### config.mk
export PLATFORM = sky130hd
export DESIGN_NAME = poly_tonegen
export DESIGN_NICKNAME = d
export VERILOG_FILES = /design/src/rtl/poly_tonegen.sv
export SDC_FILE = /design/constraint.sdc
export NUM_CORES = 1
export LEC_CHECK = 0
export BUFFER_PORTS_ARGS = -buffer_cell sky130_fd_sc_hd__buf_4
export CAP_MARGIN = 40
export CORE_ASPECT_RATIO = 0.8
export CORE_MARGIN = 2
export CORE_UTILIZATION = 52
export CTS_CLUSTER_DIAMETER = 120
export DETAILED_ROUTE_END_ITERATION = 8
export PLACE_DENSITY = 0.71
export SKIP_CTS_REPAIR_TIMING = 1
export SLEW_MARGIN = 15
export SYNTH_ARGS = -nofsm -noshare
export SYNTH_HDL_FRONTEND = slang
export SYNTH_SLANG_ARGS = --single-unit
### constraint.sdc
create_clock -name clk_25m -period 8.8 [get_ports clk_25m]
set_input_delay 0.44 -clock clk_25m [delete_from_list [all_inputs] [get_ports clk_25m]]
set_output_delay 0.44 -clock clk_25m [all_outputs]
set_load 0.05 [all_outputs]
### src/rtl/poly_tonegen.sv
// Polyphonic square-wave tone generator: note command allocator, NUM_VOICES phase
// accumulators, serial saturating mixer and a first-order sigma-delta 1-bit output.
module poly_tonegen #(
  parameter int NUM_VOICES = 4,
  parameter int PCM_W      = 16,
  parameter int CLK_DIV    = 512
) (
  input  logic                    clk_25m,
  input  logic                    reset,
  input  logic                    note_valid,
  output logic                    note_ready,
  input  logic [6:0]              note_code,
  input  logic                    note_on,
  input  logic [1:0]              note_vol,
  output logic [NUM_VOICES-1:0]   voice_active,
  output logic                    sample_strobe,
  output logic signed [PCM_W-1:0] pcm_out,
  output logic                    pwm_out
);
  localparam int IDX_W = (NUM_VOICES > 1) ? $clog2(NUM_VOICES) : 1;
  localparam int MIX_W = $clog2(NUM_VOICES + 1);
  localparam int DIV_W = $clog2(CLK_DIV);
  localparam int ACC_W = PCM_W + 5;
  localparam logic signed [ACC_W-1:0] PCM_MAX = $signed({{(ACC_W-PCM_W+1){1'b0}}, {(PCM_W-1){1'b1}}});
  localparam logic signed [ACC_W-1:0] PCM_MIN = $signed({{(ACC_W-PCM_W+1){1'b1}}, {(PCM_W-1){1'b0}}});

  // Base values are round(f * 2^41 / 25e6) for notes 120..131 (CLK_DIV = 512), rescaled here.
  function automatic logic [31:0] scale_inc(input logic [63:0] base);
    return 32'((base * 64'(CLK_DIV) + 64'd256) / 64'd512);
  endfunction

  localparam logic [31:0] TOP [12] = '{
    scale_inc(64'd736410499),  scale_inc(64'd780199746),  scale_inc(64'd826592837),
    scale_inc(64'd875744606),  scale_inc(64'd927819089),  scale_inc(64'd982990083),
    scale_inc(64'd1041441715), scale_inc(64'd1103369062), scale_inc(64'd1168978801),
    scale_inc(64'd1238489898), scale_inc(64'd1312134339), scale_inc(64'd1390157907)
  };

  function automatic logic [31:0] phase_inc(input logic [6:0] n);
    logic [3:0] semi;
    logic [3:0] oct;
    semi = 4'(n % 7'd12);
    oct  = 4'(n / 7'd12);
    return TOP[semi] >> (4'd10 - oct);
  endfunction

  function automatic logic signed [ACC_W-1:0] voice_level(input logic act, input logic neg,
                                                          input logic [1:0] vol);
    logic signed [ACC_W-1:0] amp;
    amp = ACC_W'(1) << (PCM_W - 5 + int'(vol));
    if (!act) return '0;
    return neg ? -amp : amp;
  endfunction

  function automatic logic signed [PCM_W-1:0] sat_pcm(input logic signed [ACC_W-1:0] x);
    if (x > PCM_MAX) return {1'b0, {(PCM_W-1){1'b1}}};
    if (x < PCM_MIN) return {1'b1, {(PCM_W-1){1'b0}}};
    return x[PCM_W-1:0];
  endfunction

  typedef enum logic [1:0] {IDLE, SCAN, WRITE} state_t;
  state_t state, state_nxt;

  logic [6:0]             cmd_code;
  logic                   cmd_on;
  logic [1:0]             cmd_vol;
  logic [IDX_W-1:0]       scan_idx, match_idx, free_idx, steal_ptr, wr_idx;
  logic                   found_match, found_free;
  logic                   wr_on, wr_off, do_steal;
  logic [NUM_VOICES-1:0]  voice_act;
  logic [6:0]             voice_note  [NUM_VOICES];
  logic [1:0]             voice_vol   [NUM_VOICES];
  logic [31:0]            voice_phase [NUM_VOICES];
  logic [DIV_W-1:0]       div_cnt;
  logic                   accept;

  always_ff @(posedge clk_25m) begin
    if (reset) state <= IDLE;
    else       state <= state_nxt;
  end

  always_comb begin
    state_nxt = state;
    case (state)
      IDLE:    if (note_valid) state_nxt = SCAN;
      SCAN:    if (scan_idx == IDX_W'(NUM_VOICES - 1)) state_nxt = WRITE;
      WRITE:   state_nxt = IDLE;
      default: state_nxt = IDLE;
    endcase
  end

  always_comb note_ready = (state == IDLE);

  assign accept = note_valid & note_ready;

  // Scan records the first same-note active voice and the first free voice.
  always_ff @(posedge clk_25m) begin
    if (reset) begin
      cmd_code    <= '0;
      cmd_on      <= 1'b0;
      cmd_vol     <= '0;
      scan_idx    <= '0;
      match_idx   <= '0;
      free_idx    <= '0;
      found_match <= 1'b0;
      found_free  <= 1'b0;
    end else if (accept) begin
      cmd_code    <= note_code;
      cmd_on      <= note_on;
      cmd_vol     <= note_vol;
      scan_idx    <= '0;
      match_idx   <= '0;
      free_idx    <= '0;
      found_match <= 1'b0;
      found_free  <= 1'b0;
    end else if (state == SCAN) begin
      if (!found_match && voice_act[scan_idx] && voice_note[scan_idx] == cmd_code) begin
        found_match <= 1'b1;
        match_idx   <= scan_idx;
      end
      if (!found_free && !voice_act[scan_idx]) begin
        found_free <= 1'b1;
        free_idx   <= scan_idx;
      end
      scan_idx <= scan_idx + 1'b1;
    end
  end

  always_comb begin
    wr_on    = 1'b0;
    wr_off   = 1'b0;
    do_steal = 1'b0;
    wr_idx   = steal_ptr;
    if (state == WRITE) begin
      if (cmd_on) begin
        wr_on = 1'b1;
        if (found_match)     wr_idx = match_idx;
        else if (found_free) wr_idx = free_idx;
        else                 do_steal = 1'b1;
      end else if (found_match) begin
        wr_off = 1'b1;
        wr_idx = match_idx;
      end
    end
  end

  always_ff @(posedge clk_25m) begin
    if (reset)         steal_ptr <= '0;
    else if (do_steal) steal_ptr <= (steal_ptr == IDX_W'(NUM_VOICES - 1)) ? '0 : steal_ptr + 1'b1;
  end

  // A write on the tick cycle wins over the phase advance for that voice.
  always_ff @(posedge clk_25m) begin
    for (int i = 0; i < NUM_VOICES; i++) begin
      if (reset) begin
        voice_act[i]   <= 1'b0;
        voice_note[i]  <= '0;
        voice_vol[i]   <= '0;
        voice_phase[i] <= '0;
      end else if ((wr_on || wr_off) && wr_idx == IDX_W'(i)) begin
        voice_act[i] <= wr_on;
        if (wr_on) begin
          voice_note[i]  <= cmd_code;
          voice_vol[i]   <= cmd_vol;
          voice_phase[i] <= '0;
        end
      end else if (sample_strobe && voice_act[i]) begin
        voice_phase[i] <= voice_phase[i] + phase_inc(voice_note[i]);
      end
    end
  end

  always_ff @(posedge clk_25m) begin
    if (reset) voice_active <= '0;
    else       voice_active <= voice_act;
  end

  always_ff @(posedge clk_25m) begin
    if (reset)                                div_cnt <= '0;
    else if (div_cnt == DIV_W'(CLK_DIV - 1)) div_cnt <= '0;
    else                                      div_cnt <= div_cnt + 1'b1;
  end

  assign sample_strobe = (div_cnt == DIV_W'(CLK_DIV - 1));

  logic                    vld_p0;
  logic [MIX_W-1:0]        mix_idx_p0;
  logic signed [ACC_W-1:0] mix_acc_p0;
  logic signed [ACC_W-1:0] mix_term;

  always_comb begin
    mix_term = '0;
    for (int i = 0; i < NUM_VOICES; i++) begin
      if (mix_idx_p0 == MIX_W'(i))
        mix_term = voice_level(voice_act[i], voice_phase[i][31], voice_vol[i]);
    end
  end

  // Stage p0: serial accumulation, one voice per cycle after the tick.
  always_ff @(posedge clk_25m) begin
    if (reset) begin
      vld_p0     <= 1'b0;
      mix_idx_p0 <= '0;
      mix_acc_p0 <= '0;
      pcm_out    <= '0;
    end else if (sample_strobe) begin
      vld_p0     <= 1'b1;
      mix_idx_p0 <= '0;
      mix_acc_p0 <= '0;
    end else if (vld_p0) begin
      if (mix_idx_p0 == MIX_W'(NUM_VOICES)) begin
        pcm_out <= sat_pcm(mix_acc_p0);
        vld_p0  <= 1'b0;
      end else begin
        mix_acc_p0 <= mix_acc_p0 + mix_term;
        mix_idx_p0 <= mix_idx_p0 + 1'b1;
      end
    end
  end

  // Sigma-delta on the offset-binary sample; the carry out is the bitstream.
  logic [PCM_W:0] sd_acc;

  always_ff @(posedge clk_25m) begin
    if (reset) sd_acc <= '0;
    else       sd_acc <= {1'b0, sd_acc[PCM_W-1:0]} + {1'b0, ~pcm_out[PCM_W-1], pcm_out[PCM_W-2:0]};
  end

  assign pwm_out = sd_acc[PCM_W];

endmodule

==> flow_summary.ini <==
[drt]
wl_um = 69540
drc = 0
vias_per_cell = 6.277
drt_iter0_drc = 2515
route.met2.wl_um = 30320
wl_met3_um = 4854
highest_layer = met4
vias = 24400
wl_met1_um = 33280
firstDrtPassIters = 7
wl_per_cell_um = 17.89
antenna_left = 0

[power_and_ir_drop]
sw_frac_of_total_pct = 38.42
p_sw_mw = 1.702
seqPwrFrac_pct = 29.6
power_frac_clock_pct = 28.5
p_int_mw = 2.728
pwr-share-comb_pct = 41.8
p_leak_nw = 11.12
total_power_mw = 4.430
ir_drop_mv = 0.1419
power_density_nw_per_um2 = 161.5

[placement]
hpwl_um = 50610
dp.cells = 3831
gp_congestion = 0.9384
io_buffers = 35
placed_area_um2 = 26420

[setup_path]
r2r_start = voice_note[3][6]$_SDFFCE_PN0P_
end_kind = register
max_stage_delay_ns = 0.78
worstPathCellList = xor2_1 -> a211oi_1 -> a31oi_2 -> nor2_4 -> inv_2 -> ha_1 -> buf_4 -> inv_2 -> nand2_1 -> a21oi_1 -> a21oi_2 -> o21ai_1 -> a221oi_2 -> ha_1 -> o21a_1 -> a2111oi_1 -> o32ai_1 -> o22ai_1 -> a31oi_1 -> a211o_1 -> a21oi_1 -> o21ai_1 -> xnor2_1 -> nor2_1
regToRegSetupSlack_ns = 1.82
timing.rr.end = voice_phase[3][23]$_SDFFCE_PN0P_
crit_required_ns = 9.14
worstSetupPathType = reg -> reg
reg2reg_depth = 24
cp-start-kind = register
crit_arrival_ns = 7.32
cp_max_fo = 36
slowest_stage = edfxtp_1

[die]
die_y_um = 203.5
ios = 36
start_util_pct = 52.34
die_area_um2 = 51550
core-area_um2 = 49410
die_w_um = 253.3
rows = 73

[final_layout]
drive_gt1_share_pct = 7.410
diodes = 0
fin_util_pct = 55.50
design_area_um2 = 27420
nets = 3403
syn2layout_area_growth_pct = 6.038
final_cells = 3887

[clock_tree]
clk_path_buf_depth = 3
cts_tree = yes
cts.clk_slew.worst_paths_ns = 0.06
htreeDepth = 1
numCtsBuffers = 30
root_buffer = clkbuf_16
clkLatencyLatePin_ns = 0.59
numClockSinks = 248

[sta]
tightestPinTransition_ns = 0.9819
fin_tns_setup_ns = 0
clock_skew_ns = 0.03199
max-slew-margin-rel_pct = 32.85
post-route-period-util_pct = 79.31
rsz0062_at_grt = no
setup_viol = 0
fmaxAchievable_mhz = 143.3
maxSlewViolCount = 0
finalCriticalPeriod_ns = 6.980
hold_viol = 0

[yosys]
yosysUniqueCellTypes = 104
yosys.area.top_type_share_pct = 19.04
async_reset_ff_share_pct = 0
syn_avg_cell_area_um2 = 7.892
yosys-top-cells-area = edfxtp_1, ha_1, dfxtp_1, nor2_1, a21oi_1
yosysWarnings = 0
synthFlopType = edfxtp_1
synth_seq_area_share_pct = 25.54
synthesis.area_um2 = 25860
synth-seq-cells = 248
synth_cells = 3277
synth_edf_count = 164
yosys.area.top_type = edfxtp_1

[global_routing]
antenna_found_initial = 0
grt_overflow = 0
grt_pass1_vias = 22230
grt_max_degree = 61
grt_first_pass_wirelength_um = 112600
grt_usage_pct = 25.97

[min_path]
hp-class = in -> reg
hold_depth = 3
min_from = note_code[0]
holdPathEnd = cmd_code[0]$_SDFFE_PP0P_

[status]
status = finished clean

[run]
maxCapViolations = 0
[cells by family after synthesis]
| logic type | Yosys count | share of synthesized area (%) |
|---|---|---|
| AOI/OAI and AO/OA | 1061 | 26.40 |
| xor gates and xnor gates | 151 | 5.114 |
| adders and majority gates | 201 | 9.898 |
| buffers and inverters | 298 | 5.017 |
| DFF | 248 | 25.54 |
| muxes | 163 | 7.223 |
| other | 2 | 0.02904 |
| and+or+nand+nor | 1153 | 20.78 |
[power groups by stage]
stage	Combinational, mW	Sequential, mW	Clock [mW]
after floorplan	1.47	1.31	0
after global placement	1.77	1.33	0
after detailed placement	1.80	1.34	0
after CTS	1.82	1.31	1.29
after global routing	2.05	1.32	1.33
final	1.85	1.31	1.26
[cell type report]
class	instances	area, µm²
timing repair buffer	76	590.6
clock buffer	41	864.6
sequential	248	6606
clock inverter	14	123.9
tap	675	844.6
inverter	95	356.6
multi-input combinational	2738	18040
fill	4556	21990
[metal layers]
layer | up-vias | track usage (%)
li1 | 11870 | -
met1 | 11530 | 38.84
met2 | 921 | 40.25
met3 | 86 | 2.936
met4 | 0 | 5.325
met5 | - | 0
[how the worst max path moves through the flow]
stage	startpoint	to	slack, ns	cells past startpoint
6_report	voice_note[3][6]$_SDFFCE_PN0P_	voice_phase[3][23]$_SDFFCE_PN0P_	1.82	24
5_1_grt	voice_note[3][6]$_SDFFCE_PN0P_	voice_phase[3][23]$_SDFFCE_PN0P_	1.17	24
4_1_cts	voice_note[3][6]$_SDFFCE_PN0P_	voice_phase[3][23]$_SDFFCE_PN0P_	1.89	24
3_5_place_dp	voice_note[3][6]$_SDFFCE_PN0P_	voice_phase[3][23]$_SDFFCE_PN0P_	1.90	24
3_3_place_gp	voice_note[3][6]$_SDFFCE_PN0P_	voice_phase[3][23]$_SDFFCE_PN0P_	2.08	24
2_1_floorplan	voice_note[0][4]$_SDFFCE_PN0P_	voice_phase[0][30]$_SDFFCE_PN0P_	2.69	27
[cell usage after synthesis (64+ instances only)]
library cell and n:
a21o_1 80, a21oi_1 281, and2_1 64, clkbuf_1 120, dfxtp_1 84, edfxtp_1 164
ha_1 195, inv_1 88, mux2i_1 111, nand2_1 298, nand3_1 65, nor2_1 415
nor3_1 86, o21ai_0 229, xnor2_1 81, xor2_1 70
[critical path, delay by kind of cell, from the launching register on]
family	cells	cell delay (ns)
AO/OA/AOI/OAI	14	3.20
XOR/XNOR	2	0.35
adder cells (fa/ha/maj)	2	0.70
buffers and inverters	3	0.99
flip-flops	1	0.78
AND/OR/NAND/NOR	3	0.69
[flip-flops by register name, summed over array words and instances, names as in the netlist, 2 cells and up, named ones only]
| name | cells |
|---|---|
| mix_idx_p0 | 3 |
| voice_phase | 128 |
| cmd_vol | 2 |
| mix_acc_p0 | 13 |
| scan_idx | 2 |
| match_idx | 2 |
| voice_act | 4 |
| steal_ptr | 2 |
| state | 2 |
| voice_active | 4 |
| cmd_code | 7 |
| free_idx | 2 |
| pcm_out | 9 |
| voice_note | 28 |
| sd_acc | 17 |
| voice_vol | 8 |
| div_cnt | 9 |
[cells in the final DEF, fill, tap and decap left out, drive strengths merged, types with 41 or more instances in the layout]
| master | n |
|---|---|
| nand2 | 301 |
| xnor2 | 81 |
| nor3 | 86 |
| dfxtp | 84 |
| a31oi | 50 |
| edfxtp | 164 |
| ha | 195 |
| buf | 76 |
| xor2 | 70 |
| nor2 | 420 |
| inv | 94 |
| o22ai | 41 |
| mux2i | 112 |
| nand3 | 66 |
| and2 | 64 |
| o21ai | 252 |
| a211oi | 52 |
| a21oi | 285 |
| nand2b | 51 |
| a21o | 80 |
| o211ai | 41 |
| clkbuf | 41 |
[per-stage QoR]
| step | worst slack [ns] | hold WS (ns) |
|---|---|---|
| 6_report | 1.820 | 0.1111 |
| 5_1_grt | 1.166 | 0.1255 |
| 4_1_cts | 1.885 | 0.09355 |
| 3_5_place_dp | 1.899 | 0.4362 |
| 3_3_place_gp | 2.077 | 0.4292 |
| 2_1_floorplan | 2.689 | 0.4175 |
Note: power is estimated with default switching activity, not from simulation.
